`src/rtl/ps2_pkg.sv`:
```
// Shared types and bus field positions for the PS/2 mouse receiver.
package ps2_pkg;

   typedef enum logic [1:0] {
      IDLE   = 2'd0,
      DATA   = 2'd1,
      PARITY = 2'd2,
      STOP   = 2'd3
   } bit_state_t;

   // Field positions inside the 25-bit ps2_mouse bus
   localparam int MS_STROBE = 24;
   localparam int MS_Y_LSB  = 16;
   localparam int MS_X_LSB  = 8;
   localparam int MS_LBTN   = 0;
   localparam int MS_RBTN   = 1;
   localparam int MS_XSIGN  = 4;
   localparam int MS_YSIGN  = 5;
   localparam int MS_SYNC   = 3;

   // PS/2 uses odd parity: data bits plus parity bit must hold an odd number of ones
   function automatic logic odd_parity_ok(input logic [7:0] data, input logic par);
      return ^{data, par};
   endfunction

endpackage

```
`src/rtl/ps2_line_cond.sv`:
```
// Conditions the raw PS/2 lines: 2-FF synchronisers on both lines, a
// stability filter on the clock line and a falling-edge strobe from the
// filtered clock. The data line only needs the synchroniser.
module ps2_line_cond #(
   parameter int FILTER_LEN = 8
) (
   input  logic clk,
   input  logic reset_n,
   input  logic clk_line_i,
   input  logic data_line_i,
   output logic data_sync_o,
   output logic fall_o
);

   localparam int CW = (FILTER_LEN > 1) ? $clog2(FILTER_LEN) : 1;
   localparam logic [CW-1:0] CNT_LAST = CW'(FILTER_LEN - 1);

   logic          clk_meta_q, clk_sync_q;
   logic          data_meta_q, data_sync_q;
   logic          filt_q, filt_prev_q;
   logic [CW-1:0] cnt_q;

   // Two-stage synchronisers; idle-high reset so reset release is not seen as an edge
   always_ff @(posedge clk or negedge reset_n) begin
      if (!reset_n) begin
         clk_meta_q  <= 1'b1;
         clk_sync_q  <= 1'b1;
         data_meta_q <= 1'b1;
         data_sync_q <= 1'b1;
      end else begin
         clk_meta_q  <= clk_line_i;
         clk_sync_q  <= clk_meta_q;
         data_meta_q <= data_line_i;
         data_sync_q <= data_meta_q;
      end
   end

   // Accept a new clock level only after it has differed from the filtered level for FILTER_LEN cycles
   always_ff @(posedge clk or negedge reset_n) begin
      if (!reset_n) begin
         filt_q      <= 1'b1;
         filt_prev_q <= 1'b1;
         cnt_q       <= '0;
      end else begin
         filt_prev_q <= filt_q;
         if (clk_sync_q == filt_q) begin
            cnt_q <= '0;
         end else if (cnt_q == CNT_LAST) begin
            filt_q <= clk_sync_q;
            cnt_q  <= '0;
         end else begin
            cnt_q <= cnt_q + CW'(1);
         end
      end
   end

   assign data_sync_o = data_sync_q;
   assign fall_o      = filt_prev_q & ~filt_q;

endmodule

```
`src/rtl/ps2_mouse_rx.sv`:
```
// PS/2 mouse receiver: frames bytes off the PS/2 lines and assembles
// 3-byte stream packets onto a toggle-strobe bus.
//
//  state  | meaning
//  IDLE   | waiting for a start bit (data low on a clock fall)
//  DATA   | shifting in 8 data bits, LSB first
//  PARITY | sampling the odd-parity bit
//  STOP   | sampling the stop bit, then accept or reject the byte
module ps2_mouse_rx
   import ps2_pkg::*;
#(
   parameter int FILTER_LEN = 8,
   parameter int TIMEOUT    = 100000
) (
   input  logic        clk,
   input  logic        reset_n,
   input  logic        ps2_clk,
   input  logic        ps2_data,
   output logic [24:0] ps2_mouse,
   output logic        err_parity,
   output logic        err_frame
);

   localparam int TW = $clog2(TIMEOUT + 1);
   localparam logic [TW-1:0] TMO_LAST = TW'(TIMEOUT - 1);
   localparam logic [TW-1:0] TMO_MAX  = TW'(TIMEOUT);

   logic          fall, data_s;
   bit_state_t    state_q;
   logic [2:0]    bit_cnt_q;
   logic [7:0]    shift_q, shift_d;
   logic          par_ok_q;
   logic [1:0]    idx_q;
   logic [7:0]    byte0_q, byte1_q;
   logic [24:0]   mouse_q;
   logic          err_par_q, err_frm_q;
   logic [TW-1:0] tmo_q;
   logic          busy;

   ps2_line_cond #(.FILTER_LEN(FILTER_LEN)) u_cond (
      .clk         (clk),
      .reset_n     (reset_n),
      .clk_line_i  (ps2_clk),
      .data_line_i (ps2_data),
      .data_sync_o (data_s),
      .fall_o      (fall)
   );

   assign shift_d = {data_s, shift_q[7:1]};
   // Timer runs whenever a frame or a packet is partially received
   assign busy    = (state_q != IDLE) || (idx_q != 2'd0);

   // Bit framing, packet assembly and timeout; a clock fall always beats the timeout
   always_ff @(posedge clk or negedge reset_n) begin
      if (!reset_n) begin
         state_q   <= IDLE;
         bit_cnt_q <= '0;
         shift_q   <= '0;
         par_ok_q  <= 1'b0;
         idx_q     <= '0;
         byte0_q   <= '0;
         byte1_q   <= '0;
         mouse_q   <= '0;
         err_par_q <= 1'b0;
         err_frm_q <= 1'b0;
         tmo_q     <= '0;
      end else begin
         err_par_q <= 1'b0;
         err_frm_q <= 1'b0;
         if (fall) begin
            tmo_q <= '0;
            case (state_q)
               IDLE: begin
                  if (!data_s) begin
                     state_q   <= DATA;
                     bit_cnt_q <= '0;
                  end else begin
                     err_frm_q <= 1'b1;
                  end
               end
               DATA: begin
                  shift_q   <= shift_d;
                  bit_cnt_q <= bit_cnt_q + 3'd1;
                  if (bit_cnt_q == 3'd7) state_q <= PARITY;
               end
               PARITY: begin
                  par_ok_q <= odd_parity_ok(shift_q, data_s);
                  state_q  <= STOP;
               end
               STOP: begin
                  state_q <= IDLE;
                  if (!data_s) begin
                     err_frm_q <= 1'b1;
                     idx_q     <= '0;
                  end else if (!par_ok_q) begin
                     err_par_q <= 1'b1;
                     idx_q     <= '0;
                  end else begin
                     case (idx_q)
                        2'd0: begin
                           if (shift_q[MS_SYNC]) begin
                              byte0_q <= shift_q;
                              idx_q   <= 2'd1;
                           end else begin
                              err_frm_q <= 1'b1;
                           end
                        end
                        2'd1: begin
                           byte1_q <= shift_q;
                           idx_q   <= 2'd2;
                        end
                        default: begin
                           mouse_q[MS_Y_LSB +: 8] <= shift_q;
                           mouse_q[MS_X_LSB +: 8] <= byte1_q;
                           mouse_q[7:0]           <= byte0_q;
                           mouse_q[MS_STROBE]     <= ~mouse_q[MS_STROBE];
                           idx_q                  <= '0;
                        end
                     endcase
                  end
               end
               default: state_q <= IDLE;
            endcase
         end else if (busy) begin
            if (tmo_q == TMO_LAST) begin
               tmo_q     <= TMO_MAX;
               state_q   <= IDLE;
               idx_q     <= '0;
               err_frm_q <= 1'b1;
            end else if (tmo_q != TMO_MAX) begin
               tmo_q <= tmo_q + TW'(1);
            end
         end else begin
            tmo_q <= '0;
         end
      end
   end

   assign ps2_mouse  = mouse_q;
   assign err_parity = err_par_q;
   assign err_frame  = err_frm_q;

endmodule

```
`config.mk`:
```
export PLATFORM = sky130hd
export DESIGN_NAME = ps2_mouse_rx
export DESIGN_NICKNAME = d
export VERILOG_FILES = /design/src/rtl/ps2_pkg.sv /design/src/rtl/ps2_line_cond.sv /design/src/rtl/ps2_mouse_rx.sv
export SDC_FILE = /design/constraint.sdc
export NUM_CORES = 1
export LEC_CHECK = 0
export ABC_AREA = 1
export ABC_CLOCK_PERIOD_IN_PS = 5460
export BUFFER_PORTS_ARGS = -buffer_cell sky130_fd_sc_hd__buf_2
export CAP_MARGIN = 20
export CORE_ASPECT_RATIO = 1.2
export CORE_MARGIN = 1
export CORE_UTILIZATION = 45
export DETAILED_ROUTE_END_ITERATION = 10
export PLACE_DENSITY = 0.6
export REMOVE_ABC_BUFFERS = 1
export SLEW_MARGIN = 40
export SYNTH_ARGS = -nofsm -noshare
export SYNTH_HDL_FRONTEND = slang
export SYNTH_SLANG_ARGS = --single-unit
```
`constraint.sdc`:
```
create_clock -name clk -period 5.46 [get_ports clk]
set_clock_uncertainty 0.2 [all_clocks]
set_input_delay 0 -clock clk [delete_from_list [all_inputs] [get_ports clk]]
set_output_delay 0 -clock clk [all_outputs]
set_load 0.01 [all_outputs]
```
== After elaboration in Yosys (flattened, before gate mapping) ==
Index checks and enable logic that the tools add are counted.

* Input bits: 4
* Output and inout port bits: 27
* Register bits after elaboration: 85
* Word-level logic and storage cells: 93

* Multiplexer cells: 33
* Reductions and logical operators: 19
* Bitwise operators: 5
* Equality and inequality tests: 15
* Add/subtract/negate cells: 3

{| class="wikitable"
|+ Operators with widths
! operator !! count
|-
| $mux 17 || 4
|-
| $mux 2 || 10
|-
| $add 17x1->17 const B || 1
|-
| $eq 17x17->1 const B || 1
|-
| $ne 17x17->1 const B || 1
|-
| $mux 1 || 12
|-
| $reduce_and 5->1 || 2
|-
| $reduce_bool 2->1 || 5
|-
| $mux 3 || 3
|-
| $reduce_xor 9->1 || 1
|-
| $pmux 2 s4 || 1
|-
| $reduce_and 4->1 || 2
|-
| $add 3x1->3 const B || 2
|-
| $eq 3x3->1 const B || 2
|-
| $ne 3x3->1 const B || 2
|-
| $pmux 3 s2 || 1
|-
| $reduce_and 2->1 || 3
|-
| $reduce_and 6->1 || 1
|-
| $ne 5x5->1 const B || 1
|-
| $eq 2x1->1 const B || 2
|-
| $eq 2x2->1 const B || 2
|-
| $logic_not 2->1 || 2
|-
| $ne 4x2->1 const B || 1
|-
| $not 1->1 || 4
|-
| other kinds (9) || 9
|}

== Longest topological paths before layout ==
Gate-level depths: netlist (run 1).

* Depth after elaboration: 6
* Gate-level depth with buffers: 10
* Gate-level depth less buffers: 10

== Modules after synthesis ==
A second synthesis (run 1) with hierarchy kept.

* Cells, all modules: 464
* Area, all modules: 3942.5 um2

{| class="wikitable"
|+ Modules (own cells, without submodules)
! module !! cells an instance !! seq. area each (um2) !! area each (um2) !! instances
|-
| ps2_mouse_rx || 438 || 1901.8 || 3624.7 || 1
|-
| ps2_line_cond || 26 || 232.7 || 317.8 || 1
|}

== Worst setup path after synthesis (run 1) ==
Ideal clock, no wire load.

* Path type: register to register
* From: register u_cond.filt_prev_q
* To: register mouse_q[10] (netlist: ps2_mouse[10])
* Cell stages (with the launch flop): 8
* Data arrival time: 1.447 ns
* Period minus slack after synthesis: 1.772 ns
* Setup slack: 3.688 ns
* Required time: 5.135 ns
* Cell sequence: dfstp_2 > inv_1 > nor2_2 > buf_6 > nand3_2 > nor2_4 > buf_8 > mux2_4

* Cells in the longest elaborated chain, start to end: 2

{| class="wikitable"
|+ Ends and longest elaborated chain
! element !! line !! source
|-
| from (decl) || ps2_line_cond.sv:20 || <nowiki>logic filt_q, filt_prev_q;</nowiki>
|-
| from (signal assigned) || ps2_line_cond.sv:45 || <nowiki>filt_prev_q <= filt_q;</nowiki>
|-
| $and 1x1->1 || ps2_line_cond.sv:58 || <nowiki>assign fall_o = filt_prev_q & ~filt_q;</nowiki>
|-
| $reduce_and 5->1 (no source line) || n/a ||
|-
| to (signal, indexed assignment) || ps2_mouse_rx.sv:113 || <nowiki>mouse_q[MS_Y_LSB +: 8] <= shift_q;</nowiki>
|-
| to (signal, indexed assignment) || ps2_mouse_rx.sv:114 || <nowiki>mouse_q[MS_X_LSB +: 8] <= byte1_q;</nowiki>
|-
| to (signal, indexed assignment) || ps2_mouse_rx.sv:116 || <nowiki>mouse_q[MS_STROBE] <= ~mouse_q[MS_STROBE];</nowiki>
|-
| to (decl) || ps2_mouse_rx.sv:35 || <nowiki>logic [24:0] mouse_q;</nowiki>
|}

No other way between the ends.
A chain may end at the register's enable or synchronous reset.

== Final worst setup path (run 1) ==
* From: register u_cond.filt_prev_q
* To: register mouse_q[8] (netlist: ps2_mouse[8])

The elaborated chain is that of the path after synthesis.

==> out/results.md, run 1 <==
• finished clean — outcome
• 13.5% — area growth from synthesis to final layout
• 0.00829 sq mm — Std-Cell Core Area
• 0.00228 uW — leakage power total
• 30 — IO buf count
• 18.8% — All-Layer GR Usage
• 0 — antenna fix cells
• 6 — length in cells of the worst reg-to-reg path
• 0 — max-cap violations
• 0 ns — final setup TNS
• 1000 uW — design internal power
• sky130_fd_sc_hd__nand2_1 — most frequent standard cell in the layout excluding fill and tap cells
• 85 — flop and latch count out of synthesis
• 2.38 ns — clock period minus worst slack
• 77 — starting DRC count in detailed routing
• 31 — Ports
• 19.6% — relative contribution of combinational cells to total power
• 49 — maximum number of pins on one net before global-route repair
• sky130_fd_sc_hd__clkbuf_8 — clk root buf
• 3.52% — adder-cell share of the synthesized area
• 104 um — height of the die
• 3.04 ns — post-placement worst setup slack
• 0.52 ns — biggest cell delay along the critical path
• 0 — number of remaining DRC errors
• 0.000171 V — peak ir drop on the vdd network
• 0 — setup-violating endpoint count in the final report
• 2,886 — via count of the first global-routing pass
• 0.00444 sq mm — Layout Cell Area excl Fill
• 591 — count of placed standard cells in the final layout, fillers left out
• 31.3% — clock network fraction of design power
• 432 — number of standard cells after synthesis
• 0.35 ns — Skew-Pair Late Insertion Delay
• 0 — max-slew violation count
• register to register — critical path class
• 570 — Placed Cells incl. Taps
• 2,868 — vias after detailed routing
• 87.1 um — die width
• 3.64% — multiplexer share of the synthesized area
• 0.00392 sq mm — synthesized cell area
• 0.00908 sq mm — Die Footprint
• 31.9% — switching fraction of total power
• sky130_fd_sc_hd__dfstp_2 — Worst path slowest cell
• 331 mW/mm^2 — Power per Cell Area
• 0.09 ns — Clock transition at path regs
• 5240 um — placed wire-length estimate
• u_cond.filt_prev_q$_DFF_PN1_ — critical path launch point
• 53.6% — final core area utilization
• 0 — total congestion overflow
• register — type of element launching the critical path
• 0.00417 sq mm — post-detailed-placement cell area
• 5.51 ns — Crit path required time
• 4.85 — routed via count divided by cell count
• 13,300 um — global-route wire length before repair
• 31.8% — met2 track demand over resource
• 2 — number of stages on the worst hold path
• 0 — Synth warnings
• 0.597 ns — Worst Tran Pin Value
• 49.1% — power share of the sequential group
• 54.5% — sequential-to-total area share from yosys stat
• 7650 um — Detailed Route WL
• inv_1 > nor2_2 > nand3_2 > nor2_4 > buf_16 > mux2_4 — crit-path cells
• 487 — nets@finish
• met2 — layer with the highest usage
• 4 — TritonRoute pass-1 iters
• 8.05% — post-synthesis compound-gate area fraction
• 2.46% — post-synthesis share of cell area spent on xor and xnor gates
• 2 — maximum buffer depth of the clock tree
• 470 uW — power spent charging and discharging nets
• 3.08 ns — final worst slack
• simple AND/OR/NAND/NOR gates — largest family of logic cells by synthesized area
• 60.2% — max-slew headroom at the worst pin
• 0 — number of antenna violations at the first check in global routing
• 3 — level count of the clock H-tree
• 0 — residual antenna-violating net count after detailed routing
• 36 — number of core rows
• 47.2% — Starting Density
• 2.43 ns — arrival time of the worst setup path
• 0.817 — weighted congestion reported at the end of routability-driven placement
• 21.2% — post-synthesis simple-gate area fraction
• 85 — Sink Count
• 419 MHz — Max Freq
• 4.60% — global routing met3 resource utilization
• 17.0% — layout cell share with drive strength beyond 1
• 29 — Cell variety after synth
• false — setup repair after global routing missed its margin
• 9 — number of buffers created by CTS
• u_cond.filt_prev_q$_DFF_PN1_ — Reg2Reg Launch Point
• 107 x sky130_fd_sc_hd__nand2_1, 79 x sky130_fd_sc_hd__dfrtp_1, 60 x sky130_fd_sc_hd__nor2_1, 48 x sky130_fd_sc_hd__inv_1, 29 x sky130_fd_sc_hd__buf_2 — highest-count cells in the layout ignoring fill and taps
• primary input to register — min-delay worst type
• 24 — largest fanout on the critical path
• done — TritonCTS clock tree
• register — CP endpoint kind
• 43.7% — post-route clock period utilization
• 12.9 um — routed length per placed instance
• 23.2% — GR Layer Usage met1
• ps2_clk — startpoint of the most critical hold path
• 9.06 sq um — Avg Inst Size Synth
• 0 — count of final hold-check violations
==> critical path, delay by kind of cell, from the launching register on <==
| family | cells | cell delay (ns) |
|---|---|---|
| muxes | 1 | 0.31 |
| buffers and inverters | 2 | 0.26 |
| DFF | 1 | 0.52 |
| and+or+nand+nor | 3 | 0.97 |
==> cell usage after synthesis (all sizes together) <==
| cell type | instances | area (sq um) |
|---|---|---|
| ha | 11 | 138 |
| nand3 | 19 | 100 |
| nand4 | 3 | 18.8 |
| buf | 7 | 71.3 |
| dfstp | 6 | 158 |
| nor2 | 63 | 246 |
| clkbuf | 1 | 3.75 |
| nor3 | 6 | 30.0 |
| xnor2 | 2 | 17.5 |
| a21oi | 23 | 115 |
| nand2 | 109 | 414 |
| xor2 | 9 | 78.8 |
| nor4 | 1 | 12.5 |
| dfrtp | 79 | 1980 |
| inv | 49 | 184 |
| o21ai | 31 | 185 |
| a21boi | 1 | 7.51 |
| o31ai | 1 | 7.51 |
| mux2 | 10 | 143 |
| nand3b | 1 | 7.51 |
==> final timing paths <==
check,endpoint,slack [ns]
worst max-delay path,ps2_mouse[8]$_DFFE_PN0P_,3.08
worst min-delay path,u_cond.clk_meta_q$_DFF_PN1_,0.08
worst max register to register,ps2_mouse[8]$_DFFE_PN0P_,3.08
worst min register to register,u_cond.clk_sync_q$_DFF_PN1_,0.16
max in group asynchronous,shift_q[3]$_DFFE_PN0P_,3.93
min in group asynchronous,u_cond.filt_prev_q$_DFF_PN1_,0.53
==> power groups by stage <==
stage / clock network, uW / logic (uW) / registers (uW)
finish: 460 / 289 / 722
global route: 502 / 336 / 730
CTS: 474 / 291 / 723
detailed placement: 0 / 286 / 735
global placement: 0 / 277 / 733
floorplan: 0 / 208 / 725
==> cell type report <==
class                           instances  area [sq um]
Clock buffer                           10           138
Clock inverter                          6          71.3
Fill cell                             789          3850
Inverter                               49           184
Multi-Input combinational cell        290          1520
Sequential cell                        85          2130
Tap cell                              114           143
Timing Repair Buffer                   37           248
==> state kept, by name, summed over array words and instances, names as in the netlist, 2 cells and up <==
register      flops
ps2_mouse        25
tmo_q            17
byte0_q           8
byte1_q           8
shift_q           8
bit_cnt_q         3
u_cond.cnt_q      3
idx_q             2
state_q           2
==> cell families (layout without fill, tap and decap cells) <==
kind of cell	after synthesis	count (layout)
DFF	85	85
adders and majority gates	11	11
muxes	10	10
xor gates and xnor gates	11	11
buffers and inverters	57	102
and+or+nand+nor	202	202
AOI/OAI and AO/OA	56	56
==> through the flow <==
| step | hold WS (ns) | total power (uW) |
|---|---|---|
| 2_1_floorplan | -0.496 | 933 |
| 3_3_place_gp | -0.205 | 1010 |
| 3_5_place_dp | -0.204 | 1020 |
| 4_1_cts | 0.0631 | 1490 |
| 5_1_grt | 0.0576 | 1570 |
| 6_report | 0.0828 | 1470 |
==> per-layer routing <==
layer  vias to the layer above  wire (um)
li1                       1448          -
met1                      1373       3460
met2                        37       3850
met3                        10        199
met4                         0        131
met5                         -          0
==> what timing repair did <==
action                    CTS  global route
setup buffers               0             0
hold endpoints to repair   39             0
hold buffers                5             0
resized for setup           0             0
Note: power is estimated with default switching activity, not from simulation.
==> inputs of run 2 (changes only) <==
--- a/config.mk
+++ b/config.mk
@@ -6,7 +6,7 @@
 export NUM_CORES = 1
 export LEC_CHECK = 0
 export ABC_AREA = 1
-export ABC_CLOCK_PERIOD_IN_PS = 5460
+export ABC_CLOCK_PERIOD_IN_PS = 2200
 export BUFFER_PORTS_ARGS = -buffer_cell sky130_fd_sc_hd__buf_2
 export CAP_MARGIN = 20
 export CORE_ASPECT_RATIO = 1.2
==> constraint.sdc (replaced) <==
create_clock -name clk -period 2.2 [get_ports clk]
set_clock_uncertainty 0.2 [all_clocks]
set_input_delay 0 -clock clk [delete_from_list [all_inputs] [get_ports clk]]
set_output_delay 0 -clock clk [all_outputs]
set_load 0.01 [all_outputs]
==> run 2 against run 1 <==
  * Critical path depth unchanged
  * Sequential power increased by 150%
  * Clock-buffer cell count did not move
  * Cell count is 0.85% higher
  * Critical path type unchanged
  * Die area unchanged
  * Clock power rose by 130%
  * Wire length shrank 3.6%
  * Non-clock buffer count is 5 higher
  * Flip-flop and latch count is the same
  * Hold slack gained 0.011 ns
==> out/results.md, run 2 (synthesis results as in run 1) <==
• u_cond.filt_prev_q$_DFF_PN1_ — Reg2Reg Launch Point, unchanged
• 0 — max-cap violations, unchanged
• 0 — setup-violating endpoint count in the final report, unchanged
• sky130_fd_sc_hd__clkbuf_8 — clk root buf, unchanged
• primary input to register — min-delay worst type, unchanged
• 17.4% — layout cell share with drive strength beyond 1, was 17.0%
• 4.75 — routed via count divided by cell count, was 4.85
• 90.0% — post-route clock period utilization, was 43.7%
• ps2_clk — startpoint of the most critical hold path, unchanged
• 807 — number of fill cells in the layout, was 789
• 36 — number of core rows, unchanged
• 0 ns — final setup TNS, unchanged
• 107 x sky130_fd_sc_hd__nand2_1, 79 x sky130_fd_sc_hd__dfrtp_1, 61 x sky130_fd_sc_hd__nor2_1, 48 x sky130_fd_sc_hd__inv_1, 29 x sky130_fd_sc_hd__buf_2 — highest-count cells in the layout ignoring fill and taps, was 107 x sky130_fd_sc_hd__nand2_1, 79 x sky130_fd_sc_hd__dfrtp_1, 60 x sky130_fd_sc_hd__nor2_1, 48 x sky130_fd_sc_hd__inv_1, 29 x sky130_fd_sc_hd__buf_2
• 0.00908 sq mm — Die Footprint, unchanged
• 24 — largest fanout on the critical path, unchanged
• register — CP endpoint kind, unchanged
• 0.420 ns — Worst Tran Pin Value, was 0.597 ns
• register — type of element launching the critical path, unchanged
• 31 — Ports, unchanged
• finished clean — outcome, unchanged
• 0.35 ns — Skew-Pair Late Insertion Delay, about the same
• ps2_mouse[8]$_DFFE_PN0P_ — capture instance of the worst register-to-register path, unchanged
• 0 — buffer count from post-CTS setup fixing, unchanged
• 0 — count of final hold-check violations, unchanged
• 0.00230 uW — leakage power total, was 0.00228 uW
• 9 — number of buffers created by CTS, unchanged
• 505 MHz — Max Freq, was 419 MHz
• 5170 um — placed wire-length estimate, was 5240 um
• 7380 um — Detailed Route WL, was 7650 um
• 6 — length in cells of the worst reg-to-reg path, unchanged
• 0.22 ns — r2r setup slk, was 3.08 ns
• 3.25% — global routing met3 resource utilization, was 4.60%
• 0 — number of remaining DRC errors, unchanged
• 2.02 ns — arrival time of the worst setup path, was 2.43 ns
• 2 — maximum buffer depth of the clock tree, unchanged
• 12,700 um — global-route wire length before repair, was 13,300 um
• 0 — total congestion overflow, unchanged
• 2,831 — vias after detailed routing, was 2,868
• sky130_fd_sc_hd__nand2_1 — most frequent standard cell in the layout excluding fill and tap cells, unchanged
• false — setup repair after global routing missed its margin, unchanged
• 0.00829 sq mm — Std-Cell Core Area, unchanged
• 492 — nets@finish, was 487
• 85 — Sink Count, unchanged
• 0 — max-slew violation count, unchanged
• 0.868 — weighted congestion reported at the end of routability-driven placement, was 0.817
• 71.9% — max-slew headroom at the worst pin, was 60.2%
• 0.09 ns — Clock transition at path regs, about the same
• 104 um — height of the die, unchanged
• 30 — IO buf count, unchanged
• 2.24 ns — Crit path required time, was 5.51 ns
• 17.9% — All-Layer GR Usage, was 18.8%
• register to register — critical path class, unchanged
• 129 — starting DRC count in detailed routing, was 77
• 0 — antenna fix cells, unchanged
• 0 — number of antenna violations at the first check in global routing, unchanged
• 25 — Largest register FFs, unchanged
• 810 mW/mm^2 — Power per Cell Area, was 331 mW/mm^2
• 0 — residual antenna-violating net count after detailed routing, unchanged
• 1.98 ns — clock period minus worst slack, was 2.38 ns
• 0.000383 V — peak ir drop on the vdd network, was 0.000171 V
• 47.2% — Starting Density, unchanged
• u_cond.clk_meta_q$_DFF_PN1_ — WHS Endpoint, unchanged
• 23.4% — GR Layer Usage met1, was 23.2%
• 37 — maximum number of pins on one net before global-route repair, was 49
• 28.9% — met2 track demand over resource, was 31.8%
• 2,809 — via count of the first global-routing pass, was 2,886
• 2 — number of stages on the worst hold path, unchanged
• 12.4 um — routed length per placed instance, was 12.9 um
• 3 — level count of the clock H-tree, unchanged
• 53.7% — final core area utilization, was 53.6%
• 4 — TritonRoute pass-1 iters, unchanged
• met2 — layer with the highest usage, unchanged
• done — TritonCTS clock tree, unchanged
• 13.7% — area growth from synthesis to final layout, was 13.5%
• 87.1 um — die width, unchanged
## run 2: worst max path at each step
stage / start / end / slack, ns / cells after the start
final: u_cond.filt_prev_q$_DFF_PN1_ / ps2_mouse[8]$_DFFE_PN0P_ / 0.22 / 6
after global routing: state_q[0]$_DFFE_PN0P_ / tmo_q[2]$_DFFE_PN0P_ / 0.02 / 7
after CTS: u_cond.filt_prev_q$_DFF_PN1_ / ps2_mouse[8]$_DFFE_PN0P_ / 0.21 / 6
after detailed placement: u_cond.filt_prev_q$_DFF_PN1_ / ps2_mouse[8]$_DFFE_PN0P_ / 0.21 / 6
after global placement: u_cond.filt_prev_q$_DFF_PN1_ / ps2_mouse[8]$_DFFE_PN0P_ / 0.26 / 6
after floorplan: u_cond.filt_prev_q$_DFF_PN1_ / ps2_mouse[7]$_DFFE_PN0P_ / -0.08 / 5
## run 2: per-layer routing
| layer | routed length, um | up-vias |
|---|---|---|
| met3 | 220 | 12 |
| met1 | 3500 | 1317 |
| met4 | 138 | 0 |
| met2 | 3520 | 44 |
| li1 | - | 1458 |
| met5 | 0 | - |
## run 2: worst max-delay path, stage by stage (launching register included)
cell                      delay [ns]
sky130_fd_sc_hd__dfstp_2        0.52
sky130_fd_sc_hd__inv_1          0.04
sky130_fd_sc_hd__nor2_2         0.23
sky130_fd_sc_hd__nand3_2        0.16
sky130_fd_sc_hd__nor2_4         0.11
sky130_fd_sc_hd__buf_4          0.28
sky130_fd_sc_hd__mux2_4         0.33
## run 2: timing repair
action | CTS | global route
gates resized for setup | 0 | 0
hold endpoints to repair | 85 | 0
hold buffers | 5 | 0
## run 2: area by class of cell
cell class	count	area [sq um]	share of cell area (%)
multi-input cells	290	1520	34.2
well taps	114	143	3.20
clock inverters	6	65.1	1.46
flip-flops and latches	85	2130	47.9
inverters	49	184	4.13
clock buffers	10	128	2.87
repair buffers	42	278	6.24
## run 2: metrics by stage
stage / setup slack (ns) / total power (uW) / hold slack [ns] / std cells / instance area (sq um)
floorplan: -0.0769 / 2320 / -0.496 / 424 / 3840
global placement: 0.260 / 2540 / -0.232 / 575 / 4200
detailed placement: 0.213 / 2550 / -0.228 / 575 / 4200
CTS: 0.207 / 3650 / 0.0716 / 596 / 4450
global route: 0.0228 / 3850 / 0.0826 / 596 / 4450
finish: 0.221 / 3610 / 0.0934 / 596 / 4450
## run 2: report_power, final
| part | internal [uW] | total (uW) | switching (uW) |
|---|---|---|---|
| Combinational | 243 | 737 | 494 |
| Sequential | 1690 | 1790 | 96.9 |
| Clock | 525 | 1080 | 555 |
| Total | 2460 | 3610 | 1150 |
